`src/rtl/writeback_pkg.sv`:
```
// Shared widths and the queued-write entry type for the register writeback queue.
package writeback_pkg;
    localparam int DATA_W   = 16;
    localparam int ADDR_W   = 5;
    localparam int NUM_REGS = 32;

    typedef struct packed {
        logic [ADDR_W-1:0] address;
        logic [DATA_W-1:0] value;
    } wb_entry_t;
endpackage

```
`src/rtl/writeback_match.sv`:
```
// Youngest-match forwarding lookup over the pending queue, falling back to the
// register-file output register when no queued entry matches.
module writeback_match
    import writeback_pkg::*;
#(
    parameter int DEPTH = 4
) (
    input  wb_entry_t [DEPTH-1:0]      entries,
    input  logic [DEPTH-1:0]           entry_valid,
    input  logic [$clog2(DEPTH)-1:0]   head,
    input  logic [ADDR_W-1:0]          query,
    input  logic                       rf_mode,
    input  wb_entry_t                  rf_entry,
    output logic                       hit,
    output logic [DATA_W-1:0]          hit_value
);
    localparam int PTR_W = $clog2(DEPTH);

    always_comb begin
        logic [PTR_W-1:0] idx;
        hit       = 1'b0;
        hit_value = '0;
        idx       = '0;
        if (rf_mode && rf_entry.address == query) begin
            hit       = 1'b1;
            hit_value = rf_entry.value;
        end
        // Walk oldest to youngest so the last match (youngest) wins.
        for (int i = 0; i < DEPTH; i++) begin
            idx = head + PTR_W'(i);
            if (entry_valid[idx] && entries[idx].address == query) begin
                hit       = 1'b1;
                hit_value = entries[idx].value;
            end
        end
    end
endmodule

```
`src/rtl/writeback_queue.sv`:
```
// FIFO of pending register writes draining one per cycle into the register file,
// with two independent combinational forwarding ports.
module writeback_queue
    import writeback_pkg::*;
#(
    parameter int DEPTH = 4
) (
    input  logic                       Clock,
    input  logic                       Reset_n,
    input  logic                       InValid,
    output logic                       InReady,
    input  logic [ADDR_W-1:0]          InAddress,
    input  logic [DATA_W-1:0]          InValue,
    input  logic                       DrainEnable,
    output logic                       RfMode,
    output logic [ADDR_W-1:0]          RfWriteAddress,
    output logic [DATA_W-1:0]          RfWriteValue,
    input  logic [ADDR_W-1:0]          QueryAddress1,
    input  logic [ADDR_W-1:0]          QueryAddress2,
    output logic                       Hit1,
    output logic                       Hit2,
    output logic [DATA_W-1:0]          HitValue1,
    output logic [DATA_W-1:0]          HitValue2,
    output logic [$clog2(DEPTH+1)-1:0] Count,
    output logic                       Empty,
    output logic                       Full
);
    localparam int PTR_W     = $clog2(DEPTH);
    localparam int CNT_W     = $clog2(DEPTH + 1);
    localparam int NUM_PORTS = 2;

    wb_entry_t [DEPTH-1:0] entries;
    logic [DEPTH-1:0]      entry_valid;
    logic [PTR_W-1:0]      head;
    logic [PTR_W-1:0]      tail;
    logic                  push;
    logic                  pop;
    wb_entry_t             rf_entry;

    // Ready depends on occupancy only: a same-cycle pop never frees a full queue.
    assign Full    = (Count == CNT_W'(DEPTH));
    assign Empty   = (Count == '0);
    assign InReady = !Full;
    assign push    = InValid && InReady;
    assign pop     = DrainEnable && !Empty;

    always_ff @(posedge Clock or negedge Reset_n) begin
        if (!Reset_n) begin
            head        <= '0;
            tail        <= '0;
            Count       <= '0;
            entry_valid <= '0;
        end else begin
            if (push) begin
                tail              <= tail + PTR_W'(1);
                entry_valid[tail] <= 1'b1;
            end
            if (pop) begin
                head              <= head + PTR_W'(1);
                entry_valid[head] <= 1'b0;
            end
            case ({push, pop})
                2'b10:   Count <= Count + CNT_W'(1);
                2'b01:   Count <= Count - CNT_W'(1);
                default: ;
            endcase
        end
    end

    always_ff @(posedge Clock) begin
        if (push) begin
            entries[tail] <= '{address: InAddress, value: InValue};
        end
    end

    always_ff @(posedge Clock or negedge Reset_n) begin
        if (!Reset_n) begin
            RfMode         <= 1'b0;
            RfWriteAddress <= '0;
            RfWriteValue   <= '0;
        end else begin
            RfMode <= pop;
            if (pop) begin
                RfWriteAddress <= entries[head].address;
                RfWriteValue   <= entries[head].value;
            end
        end
    end

    assign rf_entry = '{address: RfWriteAddress, value: RfWriteValue};

    logic [NUM_PORTS-1:0][ADDR_W-1:0] query;
    logic [NUM_PORTS-1:0]             hit;
    logic [NUM_PORTS-1:0][DATA_W-1:0] hit_value;

    assign query = {QueryAddress2, QueryAddress1};

    for (genvar p = 0; p < NUM_PORTS; p++) begin : g_match
        writeback_match #(.DEPTH(DEPTH)) u_match (
            .entries     (entries),
            .entry_valid (entry_valid),
            .head        (head),
            .query       (query[p]),
            .rf_mode     (RfMode),
            .rf_entry    (rf_entry),
            .hit         (hit[p]),
            .hit_value   (hit_value[p])
        );
    end

    assign Hit1      = hit[0];
    assign Hit2      = hit[1];
    assign HitValue1 = hit_value[0];
    assign HitValue2 = hit_value[1];
endmodule

```
`config.mk`:
```
export PLATFORM = sky130hd
export DESIGN_NAME = writeback_queue
export DESIGN_NICKNAME = d
export VERILOG_FILES = /design/src/rtl/writeback_pkg.sv /design/src/rtl/writeback_match.sv /design/src/rtl/writeback_queue.sv
export SDC_FILE = /design/constraint.sdc
export NUM_CORES = 1
export LEC_CHECK = 0
export CAP_MARGIN = 20
export CORE_MARGIN = 2
export CORE_UTILIZATION = 57
export DETAILED_ROUTE_END_ITERATION = 12
export GPL_ROUTABILITY_DRIVEN = 0
export HOLD_SLACK_MARGIN = 0.12
export PLACE_DENSITY = 0.81
export REMOVE_ABC_BUFFERS = 1
export SETUP_SLACK_MARGIN = 0.02
export SLEW_MARGIN = 10
export SYNTH_ARGS = -nofsm -noshare
export SYNTH_HDL_FRONTEND = slang
export SYNTH_SLANG_ARGS = --single-unit
export TNS_END_PERCENT = 100
```
`constraint.sdc`:
```
create_clock -name Clock -period 7.4 [get_ports Clock]
set_clock_uncertainty 0.2 [all_clocks]
set_input_delay 1.48 -clock Clock [delete_from_list [all_inputs] [get_ports Clock]]
set_output_delay 1.48 -clock Clock [all_outputs]
set_load 0.02 [all_outputs]
```
==> results.md, run 1 <==
* Ys Warns at 0
* Tmin final at 6.522 ns
* Critical Path Source Type: input pin
* Leakage at 3.619 nW
* Most common cell after layout, fill and taps aside: nand2_1
* Synthesis-stage register bit count at 117
* 1st-iter DRT viols at 927
* Post-synthesis sequential area ratio at 41.09%
* Number of synthesized flops with an enable pin at 84
* Final core occ at 70.20%
* Final Slew Violations at 0
* Slowest CP cell: and3_1
* Hpwl dp at 14190 um
* Fin worst setup slack at 0.8778 ns
* Total Power at 4.690 mW
* Critical Path, Cell by Cell: clkdlybuf4s50_1 -> xor2_1 -> nor4_4 -> and3_1 -> a221oi_1 -> o221ai_1 -> clkdlybuf4s50_1
* Part of the cycle the worst path needs at 88.14%
* Vias per Instance at 7.180
* Hold buffer count at CTS at 0
* Post-Synth Adder-Cell Area at 1.628%
* Drt wl/cell at 25.08 um
* Most used cell, CP: clkdlybuf4s50_1
* Async SR Flop Fraction at 28.21%
* Total grt overflow at 0
* CTS Sinks at 117
* Main combinational cell family by area after synthesis: multiplexers
* Detail Route Antenna Nets at 0
* ANT cells at 0
* Initial core utilization at 58.48%
* Vias at 6541
* Data arrival, critical path at 4.84 ns
* Mux cell area share after synthesis at 24.63%
* CTS tree: done
* Hold crit path type: reg2reg
* Worst slew pin tran at 1.124 ns
* Share of layout cells above drive strength 1 at 20.93%
* Synth Area in Compound Gates at 12.33%
* Clk_lat worst skew at 0.43 ns
* IO Port Bufs at 96
* Post-synthesis simple-gate area fraction at 9.136%
* Drt drc at 0
* Hold slack at 0.3161 ns
* Ys flop type: edfxtp_1
* First-pass GRT wire length at 34910 um
* Initial antenna violation count at 0
* Mapped cell area at 8149 um2
* Row cnt at 43
* CP Class: in2out
* Final setup fails at 0
* DIE AREA at 15270 um2
* DP Area at 9149 um2
* Status: finished, final reports clean
* Post-Syn Instances at 644
* Most frequent cells in the layout: nand2_1 (114), clkdlybuf4s50_1 (95), edfxtp_1 (84)
* Setup crit end kind: primary output
* CTS Buffer Depth at 2
* Max-cap violations at 0
* Post-place setup slack at 1.102 ns
* Clock Pin Slew Worst Setup and Hold Paths at 0.05 ns
* Maximum VDD drop at 0.2298 mV
* First drt pass iteration count at 8
* Die Wd at 123.6 um
* H-tree lvl count at 4
* Core Box Area at 13930 um2
* # Post-CTS Setup Buffers at 0
* Syn Area/Cell at 12.65 um2
* Critical Path RT at 5.72 ns
* Unrepaired setup endpoints after global routing: false
* P&R area growth vs syn at 20.04%
* Hold Vio Cnt, Final at 0
* Maximum number of pins on one net before global-route repair at 59
* Clk root buf: clkbuf_16
* TritonCTS Buffers at 17
* Post-cts gate resize count at 0
* Placed cell count at 879
* Synth Area in XOR/XNOR at 5.911%
* Vert. Die Dim at 123.6 um
* DRT Wirelength at 22850 um
* Vias in the first global route at 6521
* P per Cell Area at 479.5 nW/um2
* Final nets at 763
* Post-route insts no fill at 911
* Gr usage total at 31.08%
* Max_slew headroom at 25.05%
* Fmax at 0.1533 GHz
* Design Area, Final at 9782 um2
* Crit Path Max Fanout at 17
* # fillers at 939
* Num ports at 97
* Setup TNS at 0 ns
* CP max stage delay at 0.95 ns
* Netlist cell types at 47
## final cells by class
cell class / instances / area [um2] / area share, %
clock inverter: 12 / 176.4 / 1.804
tap: 180 / 225.2 / 2.302
multi-input combinational: 442 / 4382 / 44.79
timing repair buffer: 114 / 1091 / 11.15
clock buffer: 20 / 456.7 / 4.669
sequential: 117 / 3353 / 34.28
inverter: 26 / 97.59 / 0.9977
## path summary, 6_finish.rpt
kind / from / endpoint / cells after the start / slack [ns]
max: QueryAddress1[2] / HitValue1[12] / 7 / 0.88
min: Count[2] / Count[2] / 1 / 0.32
max reg2reg: head[0] / RfWriteValue[10] / 5 / 4.71
min reg2reg: Count[2] / Count[2] / 1 / 0.32
max in group asynchronous: Reset_n / head[0] / 1 / 5.39
min in group asynchronous: Reset_n / RfWriteAddress[0] / 1 / 0.97
## Yosys cell counts (2+ instances only)
| library cell | number | area share, % |
|---|---|---|
| buf_4 | 7 | 0.64 |
| nor4_4 | 2 | 0.52 |
| nand2_1 | 114 | 5.3 |
| a2bb2oi_1 | 4 | 0.43 |
| xnor2_1 | 30 | 3.2 |
| o211ai_1 | 18 | 1.7 |
| edfxtp_1 | 84 | 31 |
| o21ai_0 | 15 | 0.92 |
| ha_1 | 9 | 1.4 |
| mux2_2 | 12 | 1.7 |
| buf_6 | 7 | 0.97 |
| nand3_1 | 7 | 0.43 |
| a221oi_2 | 10 | 1.8 |
| nand4_1 | 4 | 0.31 |
| a211o_1 | 13 | 1.4 |
| a221oi_1 | 22 | 2.4 |
| clkbuf_1 | 27 | 1.2 |
| and2_1 | 3 | 0.23 |
| nor3b_1 | 3 | 0.28 |
| mux4_1 | 8 | 2.6 |
| xor2_1 | 25 | 2.7 |
| nor4_1 | 5 | 0.38 |
| inv_1 | 26 | 1.2 |
| dfrtp_1 | 33 | 10 |
| and3_1 | 5 | 0.38 |
| nor2b_1 | 3 | 0.23 |
| or2_2 | 2 | 0.15 |
| nor2_1 | 3 | 0.14 |
| a31oi_2 | 2 | 0.31 |
| a31oi_1 | 3 | 0.23 |
| o31ai_1 | 3 | 0.28 |
| mux2i_1 | 13 | 1.6 |
| buf_2 | 12 | 0.74 |
| o221ai_1 | 27 | 2.9 |
| buf_1 | 4 | 0.18 |
| mux4_2 | 68 | 19 |
## where the power goes
group	internal (mW)	total (mW)	switching (mW)
logic	1.26	2.72	1.46
registers	0.905	1.08	0.178
clock network	0.580	0.886	0.305
## metal layers
layer,track usage (%),wire length [um]
met1,38.51,8028
met2,50.07,11170
met3,7.875,2632
met4,17.33,1020
met5,0,0
## flip-flops by register name (all words and copies together), names as in the netlist
register,flops
entries,84
entry_valid,4
head,2
RfWriteValue,16
Count,3
RfWriteAddress,5
tail,2
RfMode,1
## critical path, delay by kind of cell
kind | cells | cell delay (ns)
AND/OR/NAND/NOR | 2 | 1.24
AO/OA/AOI/OAI | 2 | 0.58
XOR/XNOR | 1 | 0.27
buffers and inverters | 2 | 1.26
## kinds of logic after synthesis
| family | count (synthesis) |
|---|---|
| compound gates | 117 |
| xor+xnor | 55 |
| fa+ha+maj | 10 |
| buf+inv | 85 |
| flops | 117 |
| mux | 101 |
| simple gates | 159 |
Note: power is estimated with default switching activity, not from simulation.
==> run 2: changes to the inputs <==
ABC_CLOCK_PERIOD_IN_PS = 7400   (was default)
PLACE_DENSITY = default   (was 0.81)
PLACE_DENSITY_LB_ADDON = 0.2   (was default)
==> results.md, run 2 (synthesis gave the netlist of run 1 again) <==
* Sw Share at 41.94% (was 41.41%)
* Setup crit end kind: primary output (unchanged)
* P per Cell Area at 467.2 nW/um2 (was 479.5 nW/um2)
* Vias per Instance at 6.937 (was 7.180)
* Reg2reg setup slack at 4.81 ns (was 4.71 ns)
* Max reg flops at 84 (unchanged)
* Gr usage total at 30.52% (was 31.08%)
* Final setup fails at 0 (unchanged)
* Crit Path Max Fanout at 53 (was 17)
* Tmin final at 6.859 ns (was 6.522 ns)
* Data arrival, critical path at 5.18 ns (was 4.84 ns)
* DIE AREA at 15270 um2 (unchanged)
* Post-route insts no fill at 910 (was 911)
* WHS Endpoint: Count[2] (unchanged)
* Initial core utilization at 58.48% (unchanged)
* Vias in the first global route at 6440 (was 6521)
* Share of layout cells above drive strength 1 at 20.27% (was 20.93%)
* # fillers at 960 (was 939)
* Psw at 1.896 mW (was 1.942 mW)
* Maximum number of pins on one net before global-route repair at 59 (unchanged)
* Core Box Area at 13930 um2 (unchanged)
* Clk_lat worst skew at 0.43 ns (about the same)
* Detail Route Antenna Nets at 0 (unchanged)
* Critical Path Source Type: register (was input pin)
* Hold path depth at 1 (unchanged)
* First drt pass iteration count at 6 (was 8)
* CP Class: reg2out (was in2out)
* Hold crit path type: reg2reg (unchanged)
* Total grt overflow at 0 (unchanged)
* Maximum VDD drop at 0.2688 mV (was 0.2298 mV)
* Post-cts gate resize count at 0 (unchanged)
* R2R Path End: RfWriteValue[12] (was RfWriteValue[10])
* Placed cell count at 878 (was 879)
* ANT cells at 0 (unchanged)
* Part of the cycle the worst path needs at 92.69% (was 88.14%)
* Largest Register: entries (unchanged)
* CTS Sinks at 117 (unchanged)
* First-pass GRT wire length at 34270 um (was 34910 um)
* CTS Buffer Depth at 2 (unchanged)
* Status: finished, final reports clean (unchanged)
* Fmax at 0.1458 GHz (was 0.1533 GHz)
* Row cnt at 43 (unchanged)
* Drt drc at 0 (unchanged)
* Internal at 2.625 mW (was 2.748 mW)
* Hold slack at 0.3237 ns (was 0.3161 ns)
* Critical Path RT at 5.72 ns (about the same)
* Reg-to-Reg Start: head[0] (unchanged)
* Most common cell after layout, fill and taps aside: nand2_1 (unchanged)
* Setup TNS at 0 ns (unchanged)
* Hpwl dp at 13600 um (was 14190 um)
* TritonCTS Buffers at 17 (unchanged)
* Multi-input gate area at 4382 um2 (unchanged)
* Initial antenna violation count at 0 (unchanged)
* 1st-iter DRT viols at 641 (was 927)
* Num ports at 97 (unchanged)
* # Post-CTS Setup Buffers at 0 (unchanged)
* P&R area growth vs syn at 18.75% (was 20.04%)
* Clk root buf: clkbuf_16 (unchanged)
* CTS tree: done (unchanged)
* Vias at 6313 (was 6541)
* Final Slew Violations at 0 (unchanged)
* DRT Wirelength at 21830 um (was 22850 um)
* Unrepaired setup endpoints after global routing: false (unchanged)
* Part of the power in registers at 24.7% (was 23.1%)
* Comb pwr share at 58.5% (was 58.0%)
* H-tree lvl count at 4 (unchanged)
* IO Port Bufs at 96 (unchanged)
* Clock Pin Slew Worst Setup and Hold Paths at 0.05 ns (about the same)
* Max_slew headroom at 36.52% (was 25.05%)
* Vert. Die Dim at 123.6 um (unchanged)
* Die Wd at 123.6 um (unchanged)
* DP Area at 9141 um2 (was 9149 um2)
* Top flop regs: entries x84, RfWriteValue x16, RfWriteAddress x5 (unchanged)
* HP Start: Count[2] (unchanged)
* Leakage at 3.566 nW (was 3.619 nW)
* Final nets at 762 (was 763)
* Worst slew pin tran at 0.9522 ns (was 1.124 ns)
* Design Area, Final at 9677 um2 (was 9782 um2)
* Hold buffer count at CTS at 0 (unchanged)
* Clock power frac at 16.7% (was 18.9%)
* Max-cap violations at 0 (unchanged)
* Drt wl/cell at 23.99 um (was 25.08 um)
* Register Area at 3353 um2 (unchanged)
* Hold Vio Cnt, Final at 0 (unchanged)
* Most frequent cells in the layout: nand2_1 (114), clkdlybuf4s50_1 (95), edfxtp_1 (84) (unchanged)
* Worst Reg-to-Reg Cells at 4 (was 5)
## run 2: changes by cell type in the layout (fill, tap and decap cells not counted)
cell,change
buf_4,-1
clkinv_1,+3
clkbuf_1,+1
bufinv_16,-3
clkbuf_8,-1
clkinv_4,-2
clkinv_2,+2
clkinvlp_4,+1
inv_6,-1
## run 2: critical path: stages, from the launching register on
cell and delay, ns:
dfrtp_4 0.70, buf_4 0.74, mux4_1 0.72, xnor2_1 0.21
nand4_1 0.19, nor2_1 0.45, nand2_1 0.58, o221ai_1 0.47
clkdlybuf4s50_1 0.67
## run 2: routing by layer
metal | track usage, % | vias up | wire length, um
li1 | - | 2698 | -
met1 | 40.13 | 3130 | 8143
met2 | 48.35 | 413 | 10810
met3 | 8.333 | 72 | 2293
met4 | 12.64 | 0 | 577
met5 | 0 | - | 0
## run 2: cell type report
type	instances	area share, %
Clock buffer	20	4.616
Clock inverter	12	0.9180
Inverter	26	1.009
Multi-Input combinational cell	442	45.28
Sequential cell	117	34.65
Tap cell	180	2.327
Timing Repair Buffer	113	11.20
## run 2: power by group through the flow
stage               clock network (mW)  registers (mW)  logic, mW
finish                           0.757            1.12       2.65
global placement                     0            1.10       2.55
detailed placement                   0            1.12       2.61
global route                     0.789            1.15       2.84
CTS                              0.761            1.11       2.63
floorplan                            0            1.24       1.74
## run 2: worst max-delay path by stage
| stage | startpoint | end | slack [ns] | depth (start not counted) |
|---|---|---|---|---|
| after global placement | QueryAddress1[1] | HitValue1[6] | 1.22 | 7 |
| after global routing | head[0] | HitValue1[3] | 0.29 | 8 |
| after detailed placement | head[0] | HitValue1[0] | 1.15 | 9 |
| final | head[0] | HitValue1[5] | 0.54 | 8 |
| after floorplan | head[0] | HitValue2[0] | -3.12 | 8 |
| after CTS | head[0] | HitValue1[3] | 0.67 | 8 |
## run 2: per-stage QoR
stage / setup WS [ns] / utilization, % / power [mW]
3_3_place_gp: 1.215 / 65.60 / 3.648
2_1_floorplan: -3.119 / - / 2.975
3_5_place_dp: 1.146 / 65.60 / 3.730
5_1_grt: 0.2886 / 69.44 / 4.779
6_report: 0.5410 / 69.44 / 4.521
4_1_cts: 0.6669 / 69.44 / 4.509
